File: src/rtl/fp_norm_pkg.sv
// rtl/fp_norm_pkg.sv - shared constants, flag indices and FSM state type for fp_normalize_round
package fp_norm_pkg;

    localparam int EXP_W     = 8;
    localparam int FRAC_W    = 23;
    localparam int MAX_SHIFT = 23;
    localparam int EXP_MAX   = 255;
    localparam int BIAS      = 127;

    // Bit positions inside out_flags when FP_NORM_STATUS_EN is defined
    localparam int FLAG_INEXACT   = 3;
    localparam int FLAG_OVERFLOW  = 2;
    localparam int FLAG_UNDERFLOW = 1;
    localparam int FLAG_ZERO      = 0;

    typedef enum logic [2:0] {
        ST_IDLE,
        ST_CHECK,
        ST_SHIFT,
        ST_ROUND,
        ST_DONE
    } state_e;

endpackage

File: src/rtl/fp_round_rne.sv
// rtl/fp_round_rne.sv - combinational round-to-nearest-even on a normalised mantissa
module fp_round_rne #(
    parameter int EXP_W  = 8,
    parameter int FRAC_W = 23
) (
    input  logic [FRAC_W:0] mant_i,
    input  logic            g_i,
    input  logic            r_i,
    input  logic            s_i,
    input  logic [EXP_W:0]  exp_i,
    output logic [FRAC_W:0] mant_o,
    output logic [EXP_W:0]  exp_o,
    output logic            overflow_o,
    output logic            inexact_o
);

    localparam logic [EXP_W:0] EXP_ALL_ONES = (EXP_W + 1)'((1 << EXP_W) - 1);

    logic              inc;
    logic [FRAC_W+1:0] sum;

    always_comb begin
        inc       = g_i & (r_i | s_i | mant_i[0]);
        sum       = {1'b0, mant_i} + (FRAC_W + 2)'(inc);
        inexact_o = g_i | r_i | s_i;
        // A carry out of the increment means 1.111..1 rounded up to 10.000..0
        if (sum[FRAC_W+1]) begin
            mant_o = {1'b1, {FRAC_W{1'b0}}};
            exp_o  = exp_i + (EXP_W + 1)'(1);
        end else begin
            mant_o = sum[FRAC_W:0];
            exp_o  = exp_i;
        end
        overflow_o = (exp_o >= EXP_ALL_ONES);
    end

endmodule

File: src/rtl/fp_normalize_round.sv
// rtl/fp_normalize_round.sv - iterative normalise, RNE round and binary32 pack; optional out_flags via FP_NORM_STATUS_EN
module fp_normalize_round
    import fp_norm_pkg::*;
#(
    parameter int EXP_W     = fp_norm_pkg::EXP_W,
    parameter int FRAC_W    = fp_norm_pkg::FRAC_W,
    parameter int MAX_SHIFT = fp_norm_pkg::MAX_SHIFT
) (
    input  logic                      clk,
    input  logic                      rst,
    input  logic                      in_valid,
    output logic                      in_ready,
    input  logic                      in_sign,
    input  logic [EXP_W-1:0]          in_exp,
    input  logic [FRAC_W+1:0]         in_mant,
    input  logic [2:0]                in_grs,
    output logic                      out_valid,
    input  logic                      out_ready,
`ifdef FP_NORM_STATUS_EN
    output logic [3:0]                out_flags,
`endif
    output logic [EXP_W+FRAC_W:0]     out_result
);

    localparam int MW = FRAC_W + 2;
    localparam int EW = EXP_W + 1;
    localparam int RW = EXP_W + FRAC_W + 1;
    localparam int CW = $clog2(MAX_SHIFT + 2);
    localparam logic [EW-1:0] EXP_ALL_ONES = EW'((1 << EXP_W) - 1);

    state_e          state_q, state_d;
    logic            sign_q, sign_d;
    logic [EW-1:0]   exp_q, exp_d;
    logic [MW-1:0]   mant_q, mant_d;
    logic            g_q, g_d, r_q, r_d, s_q, s_d;
    logic [CW-1:0]   cnt_q, cnt_d;
    logic [RW-1:0]   result_q, result_d;
    logic            valid_q, valid_d;
`ifdef FP_NORM_STATUS_EN
    logic [3:0]      flags_q, flags_d;
`endif

    logic [MW-1:0]   mant_shl;
    logic [FRAC_W:0] rnd_mant;
    logic [EXP_W:0]  rnd_exp;
    logic            rnd_ovf, rnd_inexact;

    fp_round_rne #(.EXP_W(EXP_W), .FRAC_W(FRAC_W)) u_round (
        .mant_i     (mant_q[FRAC_W:0]),
        .g_i        (g_q),
        .r_i        (r_q),
        .s_i        (s_q),
        .exp_i      (exp_q),
        .mant_o     (rnd_mant),
        .exp_o      (rnd_exp),
        .overflow_o (rnd_ovf),
        .inexact_o  (rnd_inexact)
    );

    assign in_ready   = (state_q == ST_IDLE) && !rst;
    assign out_valid  = valid_q;
    assign out_result = result_q;
`ifdef FP_NORM_STATUS_EN
    assign out_flags  = flags_q;
`endif

    always_comb begin
        state_d  = state_q;
        sign_d   = sign_q;
        exp_d    = exp_q;
        mant_d   = mant_q;
        g_d      = g_q;
        r_d      = r_q;
        s_d      = s_q;
        cnt_d    = cnt_q;
        result_d = result_q;
        valid_d  = valid_q;
`ifdef FP_NORM_STATUS_EN
        flags_d  = flags_q;
`endif
        mant_shl = {mant_q[MW-2:0], g_q};

        case (state_q)
            ST_IDLE: begin
                if (in_valid && in_ready) begin
                    sign_d  = in_sign;
                    exp_d   = {1'b0, in_exp};
                    mant_d  = in_mant;
                    {g_d, r_d, s_d} = in_grs;
                    cnt_d   = '0;
                    state_d = ST_CHECK;
`ifdef FP_NORM_STATUS_EN
                    flags_d = '0;
`endif
                end
            end
            ST_CHECK: begin
                if (exp_q == EXP_ALL_ONES) begin
                    result_d = {sign_q, {EXP_W{1'b1}}, {FRAC_W{1'b0}}};
                    state_d  = ST_DONE;
                end else if (mant_q == '0 && {g_q, r_q, s_q} == 3'b000) begin
                    result_d = {sign_q, {(RW-1){1'b0}}};
                    state_d  = ST_DONE;
`ifdef FP_NORM_STATUS_EN
                    flags_d[FLAG_ZERO] = 1'b1;
`endif
                end else if (mant_q[MW-1]) begin
                    mant_d  = mant_q >> 1;
                    exp_d   = exp_q + EW'(1);
                    g_d     = mant_q[0];
                    r_d     = g_q;
                    s_d     = r_q | s_q;
                    state_d = ST_ROUND;
                end else if (mant_q[MW-2]) begin
                    state_d = ST_ROUND;
                end else begin
                    state_d = ST_SHIFT;
                end
            end
            ST_SHIFT: begin
                // Shifting at exp==1 would land on exponent 0: no denormals, flush instead
                if (exp_q <= EW'(1) || cnt_q > CW'(MAX_SHIFT)) begin
                    result_d = {sign_q, {(RW-1){1'b0}}};
                    state_d  = ST_DONE;
`ifdef FP_NORM_STATUS_EN
                    flags_d[FLAG_UNDERFLOW] = 1'b1;
                    flags_d[FLAG_ZERO]      = 1'b1;
`endif
                end else begin
                    mant_d = mant_shl;
                    g_d    = r_q;
                    r_d    = 1'b0;
                    exp_d  = exp_q - EW'(1);
                    cnt_d  = cnt_q + CW'(1);
                    if (mant_shl[MW-2]) begin
                        state_d = ST_ROUND;
                    end
                end
            end
            ST_ROUND: begin
                mant_d  = {1'b0, rnd_mant};
                exp_d   = rnd_exp;
                state_d = ST_DONE;
                if (rnd_ovf) begin
                    result_d = {sign_q, {EXP_W{1'b1}}, {FRAC_W{1'b0}}};
                end else begin
                    result_d = {sign_q, rnd_exp[EXP_W-1:0], rnd_mant[FRAC_W-1:0]};
                end
`ifdef FP_NORM_STATUS_EN
                flags_d[FLAG_INEXACT]  = rnd_inexact;
                flags_d[FLAG_OVERFLOW] = rnd_ovf;
`endif
            end
            ST_DONE: begin
                // out_valid rises one cycle after result_q is loaded
                if (!valid_q) begin
                    valid_d = 1'b1;
                end else if (out_ready) begin
                    valid_d = 1'b0;
                    state_d = ST_IDLE;
                end
            end
            default: state_d = ST_IDLE;
        endcase
    end

    always_ff @(posedge clk) begin
        if (rst) begin
            state_q  <= ST_IDLE;
            sign_q   <= 1'b0;
            exp_q    <= '0;
            mant_q   <= '0;
            g_q      <= 1'b0;
            r_q      <= 1'b0;
            s_q      <= 1'b0;
            cnt_q    <= '0;
            result_q <= '0;
            valid_q  <= 1'b0;
`ifdef FP_NORM_STATUS_EN
            flags_q  <= '0;
`endif
        end else begin
            state_q  <= state_d;
            sign_q   <= sign_d;
            exp_q    <= exp_d;
            mant_q   <= mant_d;
            g_q      <= g_d;
            r_q      <= r_d;
            s_q      <= s_d;
            cnt_q    <= cnt_d;
            result_q <= result_d;
            valid_q  <= valid_d;
`ifdef FP_NORM_STATUS_EN
            flags_q  <= flags_d;
`endif
        end
    end

endmodule

File: config.mk
export PLATFORM = sky130hd
export DESIGN_NAME = fp_normalize_round
export DESIGN_NICKNAME = d
export VERILOG_FILES = /design/src/rtl/fp_norm_pkg.sv /design/src/rtl/fp_round_rne.sv /design/src/rtl/fp_normalize_round.sv
export SDC_FILE = /design/constraint.sdc
export NUM_CORES = 1
export LEC_CHECK = 0
export BUFFER_PORTS_ARGS = -buffer_cell sky130_fd_sc_hd__buf_4
export CORE_MARGIN = 1
export CORE_UTILIZATION = 50
export CTS_BUF_LIST = sky130_fd_sc_hd__clkbuf_8
export DETAILED_ROUTE_END_ITERATION = 12
export GPL_ROUTABILITY_DRIVEN = 0
export GPL_TIMING_DRIVEN = 0
export PLACE_DENSITY_LB_ADDON = 0.1
export SLEW_MARGIN = 20
export SYNTH_ARGS = -nofsm -noshare
export SYNTH_HDL_FRONTEND = slang
export SYNTH_SLANG_ARGS = --single-unit
File: constraint.sdc
create_clock -name clk -period 3.9 [get_ports clk]
set_clock_uncertainty 0.15 [all_clocks]
set_input_delay 0.585 -clock clk [delete_from_list [all_inputs] [get_ports clk]]
set_output_delay 0.585 -clock clk [all_outputs]
set_load 0.1 [all_outputs]
* Yosys cells after proc, flatten, opt, wreduce, memory -nomap -nowiden *
Index checks and enable logic that the tools add are counted.
Widths: inputs -> output; s select.

word-level totals
  bits in registers = 79
  input bits = 41
  word-level logic and storage cells = 108
  output and inout port bits = 34

operators by class
  eq/ne operators = 15
  $lt $le $gt $ge = 3
  $add $sub $neg = 4
  bitwise gates (word level) = 3
  reduce and logical (&&, ||, !) cells = 21
  muxes and demuxes = 51

operators by type and width
  operator             number
  $mux 25              4
  $pmux 25 s4          1
  $mux 32              3
  $pmux 32 s3          1
  $mux 9               6
  $mux 24              2
  $pmux 9 s4           1
  $mux 31              1
  $add 24x1->25        1
  $logic_not 25->1     1
  $mux 3               7
  $mux 1               18
  $pmux 3 s5           1
  $ne 2x2->1 const B   7
  $reduce_and 6->1     2
  $mux 5               2
  $pmux 5 s2           1
  $reduce_and 5->1     2
  $add 9x1->9 const B  1
  $eq 9x8->1 const B   1
  $ge 9x8->1 const B   1
  $le 9x1->1 const B   1
  $sub 9x1->9 const B  1
  $eq 3x2->1 const B   2
  20 further kinds     29

* Depth between registers and ports, before layout *
  depth after elaboration = 8
  mapped depth = 15
  depth with buffers taken out = 10

* Cells and area by module *
Synthesis repeated with hierarchy kept, for this count alone.

unflattened totals
  cells, all modules = 640
  area total of the unflattened synthesis = 5405.2 µm²

modules (own cells, without submodules)
  module              cells an instance  area an instance (µm²)  times used  sequential area each (µm²)
  fp_normalize_round  519                4581.9                  1           1581.5
  fp_round_rne        121                823.3                   1           0.0

* Least setup slack after synthesis *
OpenSTA, ideal clock, no wires.

  path type = flip-flop to output port
  start point = register state_q[0]
  end point = output port in_ready
  cell stages (with the launch flop) = 5
  setup slack = -0.682 ns
  buffers on the path = 3
  data required time = 3.165 ns
  data arrival time = 3.847 ns
  path through = dfxtp_1 clkbuf_1 clkbuf_1 clkbuf_1 nor4_1

between the ends
  longest elaborated chain between the ends = 2

RTL lines
  item                    line                       text
  start, declared         fp_normalize_round.sv:31   state_e state_q, state_d;
  start signal, assigned  fp_normalize_round.sv:183  state_q <= state_d;
  $logic_not 3->1         fp_normalize_round.sv:60   assign in_ready = (state_q == ST_IDLE) && !rst;
  $logic_and 1x1->1       fp_normalize_round.sv:60
  end, declared           fp_normalize_round.sv:12   output logic in_ready,

Every way passes these cells.

* Worst setup path after layout *
  start point = register exp_q[0]
  end point = register mant_q[12]

between the ends
  longest elaborated chain between the ends = 4
  elaborated cells on any way between the ends = 6
  those cells by class = order compare (1); eq/ne (3); reduce/logical (2)

RTL lines
  item                                   line                       text
  start, declared                        fp_normalize_round.sv:33   logic [EW-1:0] exp_q, exp_d;
  start signal, assigned                 fp_normalize_round.sv:185  exp_q <= exp_d;
  $le 9x1->1                             fp_normalize_round.sv:122  if (exp_q <= EW'(1) || cnt_q > CW'(MAX_SHIFT)) begin
  $logic_or 1x1->1                       fp_normalize_round.sv:122
  $ne 2x2->1 (no source line)            --
  $reduce_and 6->1 (no source line) (*)  --
  end signal, assigned                   fp_normalize_round.sv:186  mant_q <= mant_d;
  end, declared                          fp_normalize_round.sv:34   logic [MW-1:0] mant_q, mant_d;

Mark *: on every way between the ends. The rest lies on a longest branch, timed or not.
A chain may end at the register's enable or synchronous reset.

==> key figures <==
Synthesis
  – Syn nets: 777
  – Synth async-reset ratio: 0%
  – Ys Warns: 0
  – Seq/Total Area, Yosys: 29.7%
  – Primary FF master, synth: dfxtp_1
  – Area leader, netlist: dfxtp_1
  – #FFs+latches synth: 79
  – Synth Instances: 730
  – Syn Area/Cell: 7.29 sq um
  – Largest cells by area after synthesis: dfxtp_1 (30%), a21oi_1 (6.2%), nand2_1 (5.0%), nor2_1 (4.9%), xnor2_1 (4.8%)
  – Post-synth top area share: 29.7%
  – Synth Cell Area: 5320 sq um
  – Post-synth EDFFs: 0
  – Netlist cell types: 67

Power and ir drop
  – PwrDens: 760 nW/um^2
  – Clock power frac: 15.4%
  – Pleak: 2.26 nW
  – Sequential power share: 23.9%
  – Peak VDD IR: 0.374 mV
  – Psw: 2.47 mW
  – Logic pwr share: 60.7%
  – Internal power: 2.32 mW
  – Sw frac: 51.6%

Critical path
  – Slowest cell on crit path: a21boi_0
  – Worst Setup Start Kind: flip-flop
  – Crit Path Max Fanout: 10
  – Worst Setup End Kind: flip-flop
  – Worst-path cell chain: ha_1 > clkbuf_1 > and3_1 > clkbuf_1 > and3_1 > and2_1 > ha_1 > inv_1 > a21boi_0 > or3_4 > clkbuf_4 > buf_2 > nand2_1 > a21oi_1
  – Largest stage delay, worst path: 0.43 ns
  – Setup CP Type: flip-flop to flip-flop
  – R2R setup slack: 0.21 ns
  – CP arrival: 3.85 ns
  – Required time of the critical path: 4.06 ns

Route
  – Router iterations before antenna repair: 7
  – Post-DR wirelength/cell: 20.5 um
  – Routed wire length: 19.6 mm
  – DR iter-0 viols: 657
  – DRC violations left: 0
  – Drt via density: 6.52
  – Vias: 6220
  – ANT nets after route: 0

STA
  – Fmax: 271 MHz
  – Fin. max-slew vios: 0
  – Final Hold Vio Count: 0
  – Slew @ Worst Pin: 1.16 ns
  – Min Tclk post-route: 3.69 ns
  – Slew margin rel.: 22.2%
  – Final critical-path share of the clock period: 94.6%
  – Final setup viols: 0
  – Final WS setup: 0.211 ns

Global routing
  – Number of global-route vias before repair: 5855
  – GRT Total Usage: 35.6%
  – Initial antenna violation count: 0
  – Congestion Overflow GR: 0
  – Global-route wire length before repair: 30.4 mm
  – Largest net degree at the start of global routing: 13

Die
  – Die width: 105 um
  – FP Rows: 37
  – Initial cell density of the core: 51.5%
  – Ports: 75
  – Core box area: 10300 sq um
  – Full die area: 11100 sq um
  – Die Span Y: 105 um

Flow run
  – Max-cap violation count: 0

Layout
  – Layout cells sized above 1: 14.8%
  – Final nets: 861
  – Most frequent cells in the layout: dfxtp_1 (79), buf_4 (74), nand2_1 (71)
  – Final Instance Area: 6310 sq um
  – Commonest non-fill, non-tap cell in the layout: dfxtp_1
  – Layout area overhead: 18.6%
  – Antenna Cells: 0

Worst hold path
  – Hold Crit Class: input port to flip-flop

Clocking
  – Clk root buf: clkbuf_8
  – CTS HTree Levels: 3
  – Number of clock buffers inserted by TritonCTS: 9
  – Skew-Pair Late Insertion Delay: 0.40 ns
  – CTS resizes: 0
  – Postcts setup bufs: 0
  – CTS sink count: 79
  – Post-CTS Hold Buffers: 0
  – Reg clk slew, reported paths: 0.10 ns
  – CTS Buffer Depth: 2
  – TritonCTS clock tree: done

Placed design
  – Setup WS pre-CTS: 0.210 ns
  – Post-DP HPWL: 14.1 mm
  – Area post-placement: 6060 sq um
  – PortBufs: 74

Status
  – Status: finished, final reports clean
## cells by family after synthesis
| group | Yosys count | synth area share (%) |
|---|---|---|
| XOR/XNOR | 33 | 5.43 |
| multiplexers | 5 | 0.941 |
| AO/OA/AOI/OAI | 242 | 30.8 |
| AND/OR/NAND/NOR | 261 | 23.9 |
| flip-flops | 79 | 29.7 |
| adder cells (fa/ha/maj) | 6 | 1.41 |
| buffers and inverters | 104 | 7.88 |
## cell usage after synthesis (all sizes together), types with 9 or more instances
cell type  number
clkbuf         52
o211ai         22
nor3           17
a2bb2oi        14
o21ai          44
nand2b         11
dfxtp          79
nand2          71
inv            31
xnor2          29
a21oi          67
a221oi         11
and3           10
a22oi          18
buf            19
nand4          16
nor4           17
nand3          22
nor2           69
a211oi          9
## cell type report
cell class | instances | area [sq um]
fill | 948 | 4010
multi-input combinational | 547 | 3350
sequential | 79 | 1580
timing repair buffer | 74 | 556
buffer | 70 | 295
tap | 136 | 170
clock buffer | 12 | 165
inverter | 33 | 124
clock inverter | 3 | 65.1
## flip-flops by register name (all words and copies together) (netlist names)
name        flops
s_q             1
g_q             1
state_q         3
exp_q           9
cnt_q           5
out_result     32
mant_q         25
r_q             1
out_valid       1
sign_q          1
## metal layers
metal | track usage, % | part of all wire [%] | vias up
met5 | 0 | 0 | -
met2 | 56.4 | 45 | 403
met4 | 23.7 | 6.2 | 0
met1 | 43.6 | 39 | 2882
li1 | - | - | 2838
met3 | 7.30 | 9.6 | 97
## stage by stage
stage                     setup TNS [ns]  hold slack [ns]  utilization [%]  total power [mW]  instances
after floorplan                        0            0.280                -              3.16        730
after global placement             -2.95            0.296             58.6              3.87        940
after detailed placement               0            0.318             58.7              3.94        940
after CTS                              0            0.272             61.0              4.67        955
after global routing           -0.000321            0.281             61.1              5.04        954
final                                  0            0.278             61.1              4.80        954
## critical path, delay by kind of cell, from the launching register on
family | cells | cell delay (ns)
flops | 1 | 0.37
fa+ha+maj | 2 | 0.34
buf+inv | 5 | 1.21
compound gates | 2 | 0.58
simple gates | 5 | 0.95
## path summary, 6_finish.rpt
kind | from | end | cells past startpoint
max | exp_q[0] | mant_q[12] | 14
min reg2reg | out_result[29] | out_result[29] | 2
max reg2reg | exp_q[0] | mant_q[12] | 14
min | in_sign | sign_q | 3
## power by group through the flow
stage	Combinational [mW]	Clock, mW	Sequential [mW]
2_1_floorplan	1.81	0	1.35
3_3_place_gp	2.72	0	1.15
3_5_place_dp	2.78	0	1.16
4_1_cts	2.79	0.740	1.14
5_1_grt	3.10	0.779	1.17
6_report	2.91	0.737	1.15
Note: power is estimated with default switching activity, not from simulation.
